<file path="src/rtl/cpu_ctrl_fsm.sv">
// Control unit for the cpu_8b datapath: fetch/decode/execute sequencing,
// datapath strobes, and a memory request/ready handshake guarded by a watchdog.
module cpu_ctrl_fsm #(
    parameter int TIMEOUT = 15,
    parameter int TO_W    = 4
) (
    input  logic       clk,
    input  logic       rst,
    input  logic [7:0] instr,
    input  logic       zf,
    input  logic       mem_rdy,
    output logic       mem_req,
    output logic       mem_we,
    output logic       addr_sel,
    output logic       ir_ld,
    output logic       pc_inc,
    output logic       pc_ld,
    output logic       a_ld,
    output logic       a_src,
    output logic       b_ld,
    output logic       alu_op,
    output logic       zf_ld,
    output logic [2:0] state,
    output logic       halt,
    output logic       err
);

    typedef enum logic [2:0] {
        FETCH  = 3'b000,
        DECODE = 3'b001,
        EXEC   = 3'b010,
        HALT   = 3'b100
    } state_t;

    localparam logic [3:0] OP_NOP = 4'h0;
    localparam logic [3:0] OP_LDA = 4'h1;
    localparam logic [3:0] OP_LDB = 4'h2;
    localparam logic [3:0] OP_ADD = 4'h3;
    localparam logic [3:0] OP_SUB = 4'h4;
    localparam logic [3:0] OP_STA = 4'h5;
    localparam logic [3:0] OP_JMP = 4'h6;
    localparam logic [3:0] OP_JZ  = 4'h7;
    localparam logic [3:0] OP_HLT = 4'hF;

    // The fault fires in the cycle whose unready edge would bring the count to TIMEOUT.
    localparam logic [TO_W-1:0] TO_LAST = TO_W'((TIMEOUT > 0) ? TIMEOUT - 1 : 0);

    state_t          cur_state;
    state_t          next_state;
    logic [TO_W-1:0] wd_cnt;
    logic            wd_fault;
    logic [3:0]      opcode;
    logic            unused_operand;

    assign opcode         = instr[7:4];
    assign unused_operand = ^instr[3:0];
    assign state          = cur_state;
    assign halt           = (cur_state == HALT);

    always_ff @(posedge clk or negedge rst) begin
        if (!rst) begin
            cur_state <= FETCH;
            wd_cnt    <= '0;
            err       <= 1'b0;
        end else begin
            cur_state <= next_state;
            if (mem_req && !mem_rdy)
                wd_cnt <= wd_cnt + 1'b1;
            else
                wd_cnt <= '0;
            if (wd_fault)
                err <= 1'b1;
        end
    end

    // Strobes are held at zero while reset is asserted, even though state reads FETCH.
    always_comb begin
        next_state = cur_state;
        mem_req    = 1'b0;
        mem_we     = 1'b0;
        addr_sel   = 1'b0;
        ir_ld      = 1'b0;
        pc_inc     = 1'b0;
        pc_ld      = 1'b0;
        a_ld       = 1'b0;
        a_src      = 1'b0;
        b_ld       = 1'b0;
        alu_op     = 1'b0;
        zf_ld      = 1'b0;
        wd_fault   = 1'b0;

        if (rst) begin
            case (cur_state)
                FETCH: begin
                    mem_req = 1'b1;
                    if (mem_rdy) begin
                        ir_ld      = 1'b1;
                        pc_inc     = 1'b1;
                        next_state = DECODE;
                    end
                end
                DECODE: next_state = EXEC;
                EXEC: begin
                    case (opcode)
                        OP_LDA: begin
                            mem_req  = 1'b1;
                            addr_sel = 1'b1;
                            if (mem_rdy) begin
                                a_ld       = 1'b1;
                                next_state = FETCH;
                            end
                        end
                        OP_LDB: begin
                            mem_req  = 1'b1;
                            addr_sel = 1'b1;
                            if (mem_rdy) begin
                                b_ld       = 1'b1;
                                next_state = FETCH;
                            end
                        end
                        OP_ADD, OP_SUB: begin
                            mem_req  = 1'b1;
                            addr_sel = 1'b1;
                            alu_op   = (opcode == OP_SUB);
                            if (mem_rdy) begin
                                a_ld       = 1'b1;
                                a_src      = 1'b1;
                                zf_ld      = 1'b1;
                                next_state = FETCH;
                            end
                        end
                        OP_STA: begin
                            mem_req  = 1'b1;
                            mem_we   = 1'b1;
                            addr_sel = 1'b1;
                            if (mem_rdy)
                                next_state = FETCH;
                        end
                        OP_JMP: begin
                            pc_ld      = 1'b1;
                            next_state = FETCH;
                        end
                        OP_JZ: begin
                            pc_ld      = zf;
                            next_state = FETCH;
                        end
                        OP_HLT:  next_state = HALT;
                        OP_NOP:  next_state = FETCH;
                        default: next_state = FETCH;
                    endcase
                end
                HALT:    next_state = HALT;
                default: next_state = FETCH;
            endcase

            // A ready in the timeout cycle completes the access instead of faulting.
            if ((TIMEOUT != 0) && mem_req && !mem_rdy && (wd_cnt == TO_LAST)) begin
                wd_fault   = 1'b1;
                next_state = HALT;
            end
        end
    end

endmodule

</file>
<file path="config.mk">
export PLATFORM = sky130hd
export DESIGN_NAME = cpu_ctrl_fsm
export DESIGN_NICKNAME = d
export VERILOG_FILES = /design/src/rtl/cpu_ctrl_fsm.sv
export SDC_FILE = /design/constraint.sdc
export NUM_CORES = 1
export LEC_CHECK = 0
export BUFFER_PORTS_ARGS = -buffer_cell sky130_fd_sc_hd__buf_2
export CORE_MARGIN = 3
export CORE_UTILIZATION = 38
export DETAILED_ROUTE_END_ITERATION = 10
export PLACE_DENSITY = 0.72
export SETUP_SLACK_MARGIN = 0.3
export SYNTH_ARGS = -nofsm -noshare
export SYNTH_HDL_FRONTEND = slang
export SYNTH_SLANG_ARGS = --single-unit
</file>
<file path="constraint.sdc">
create_clock -name clk -period 1.4 [get_ports clk]
set_input_delay 0.14 -clock clk [delete_from_list [all_inputs] [get_ports clk]]
set_output_delay 0.14 -clock clk [all_outputs]
set_load 0.01 [all_outputs]
</file>
==> results.sh <==
export IMPL_status="finished, violations left"
export IMPL_violations="negative setup slack"
export IMPL_maxSlewHeadroom=0.7246
export IMPL_tightest_slew_ns=0.4074
export IMPL_ant_nets=0
export IMPL_antenna_found_initial=0
export IMPL_grt_max_degree=9
export IMPL_coreArea_sq_um=1201
export IMPL_post_drt_wl_per_cell_um=16.44
export IMPL_yosysUniqueCellTypes=28
export IMPL_track_usage=0.2036
export IMPL_fp_dieArea_sq_um=1888
export IMPL_reg2reg_slack_ns=-0.20
export IMPL_clkSinkCount=8
export IMPL_finalSetupTns_ns=-5.186
export IMPL_drv_slew=0
export IMPL_finalSetupViolCount=21
export IMPL_start_util=0.4437
export IMPL_port_buffers=23
export IMPL_dp_hpwl_um=1116
export IMPL_power_uw=1190
export IMPL_synth_area_leader_cell="dfrtp_1"
export IMPL_required_ns=1.26
export IMPL_rsz0062_at_grt="true"
export IMPL_grt_overflow=0
export IMPL_synth_edf_count=0
export IMPL_core_rowCount=12
export IMPL_syn_area_sq_um=533.0
export IMPL_nNetsFinal=118
export IMPL_die_h_um=43.45
export IMPL_startpoint_type="flip-flop"
export IMPL_finalHoldViolCount=0
export IMPL_grt_pass1_wl_um=2939
export IMPL_dieWidth_um=43.45
export IMPL_ir_drop_v=0.001102
export IMPL_hold_class="primary input to flip-flop"
export IMPL_drt_first_pass_iters=4
export IMPL_syn_avg_cell_area_sq_um=9.034
export IMPL_yosys_top_cells_count="dfrtp_1, nor2_1, nand3_1, nor3_1"
export IMPL_cts_buffers=3
export IMPL_final_layout_size_suffix_gt1_frac=0.6408
export IMPL_area_growth_pct=80.05
export IMPL_path_class="flip-flop to output pin"
export IMPL_cts_buffer_depth=2
export IMPL_ctsRootBufferMaster="clkbuf_4"
export IMPL_yosysSeqAreaShare=0.3756
export IMPL_path_max_fanout=3
export IMPL_synthArstFlopShare=1.000
export IMPL_synth_main_ff_cell="dfrtp_1"
export IMPL_synth_area_leaders="dfrtp_1, nor2_1, ha_1"
export IMPL_insertion_delay_ns=0.25
export IMPL_clock_skew_ns=0.01199
export IMPL_cts_tree="yes"
export IMPL_min_period_ns=1.910
export IMPL_h_tree_depth=1
export IMPL_grt_pass1_vias=633
export IMPL_netlist_instances=59
export IMPL_vias=654
export IMPL_yosysWarningCount=0
export IMPL_hold_slack_ns=0.2943
export IMPL_syn_nets=73
export IMPL_vias_per_cell=5.590
export IMPL_fmax_mhz=523.5
export IMPL_totalWireLength_um=1923
export IMPL_drv_cap=0
export IMPL_timing_final_crit_share=1.364
export IMPL_cp_arrival_ns=1.77
export IMPL_yosysTopAreaCellShare=0.3756
export IMPL_antennaDiodeCount=0
export IMPL_power_leakage_uw=0.0004813
export IMPL_worst_slack_ns=-0.5103
export IMPL_gp_congestion=0.8187
export IMPL_power_density_nw_per_um2=1240
export IMPL_initialDrtViolationCount=22
export IMPL_pre_cts_slack_ns=-0.2337
export IMPL_cp_end_kind="output pin"
export IMPL_clkTransAtPathRegs_ns=0.06
export IMPL_route_detailed_drc=0
export IMPL_ys_seq_elements=8
export IMPL_num_io_pins=28
-- power by group --
group	internal (uW)	switching (uW)	leakage (uW)
clock	109	82.8	0.0000150
sequential	270	28.5	0.000104
combinational	358	342	0.000362
total	737	453	0.000481
-- cell type report --
type	count	area, sq um
sequential	8	202.7
tap	14	17.52
inverter	3	13.76
clock buffer	4	26.28
timing repair buffer	42	290.3
fill	76	241.5
multi-input combinational	46	409.1
-- cell families (layout without fill, tap and decap cells) --
family | after synthesis | count (layout) | share of synthesized area
fa+ha+maj | 2 | 2 | 0.04694
buf+inv | 5 | 49 | 0.04929
compound gates | 8 | 8 | 0.1103
simple gates | 34 | 34 | 0.3850
xor+xnor | 2 | 2 | 0.03287
flops | 8 | 8 | 0.3756
-- state kept, by name, summed over array words and instances (netlist names) --
name	flops
wd_cnt	4
err	1
state	3
-- worst max-delay path, cell delays in order (launching register included) --
cell	delay, ns
dfrtp_2	0.40
or3b_4	0.42
nor3b_4	0.22
nand2_2	0.11
nor4b_2	0.21
buf_2	0.17
-- repair_timing --
item                       in CTS  in global routing
hold endpoints to repair        8                  0
pin swaps                      12                  3
hold buffers                    1                  0
cloned                          0                  0
setup endpoints to repair      21                 23
resized for setup              17                  9
buffers inserted                5                  2
-- through the flow --
step | util | instances | instance area (sq um)
floorplan | - | 59 | 560.5
global placement | 0.6333 | 105 | 760.7
detailed placement | 0.6333 | 105 | 760.7
CTS | 0.7490 | 115 | 899.6
global route | 0.7990 | 117 | 959.7
finish | 0.7990 | 117 | 959.7
-- metal layers --
metal / share of wire / vias to the layer above / global-route usage / wire (um)
met3: 0.059 / 4 / 0.05394 / 114
met5: 0 / - / 0 / 0
met1: 0.38 / 325 / 0.2588 / 739
li1: - / 299 / - / -
met2: 0.54 / 26 / 0.3569 / 1040
met4: 0.015 / 0 / 0.01807 / 29
-- worst paths after layout --
path                                       from                    to  cells past startpoint
setup reg to reg           state[2]$_DFFE_PN0P_  state[0]$_DFFE_PN0P_                      7
min in group asynchronous                   rst  state[0]$_DFFE_PN0P_                      3
setup / recovery           state[2]$_DFFE_PN0P_                  b_ld                      5
max in group asynchronous                   rst  state[1]$_DFFE_PN0P_                      3
hold / removal                              rst  state[2]$_DFFE_PN0P_                      4
hold reg to reg                 err$_DFFE_PN0P_       err$_DFFE_PN0P_                      1
-- cells in the final DEF (no fill, tap or decap), types with 3 or more instances in the layout --
master,netlist,layout
clkbuf_4,0,3
buf_6,0,6
buf_2,0,20
nand3_1,4,3
nor2_4,0,3
nor2_1,8,4
dfrtp_1,8,6
buf_4,2,15
Power figures use the tool's default switching activity.
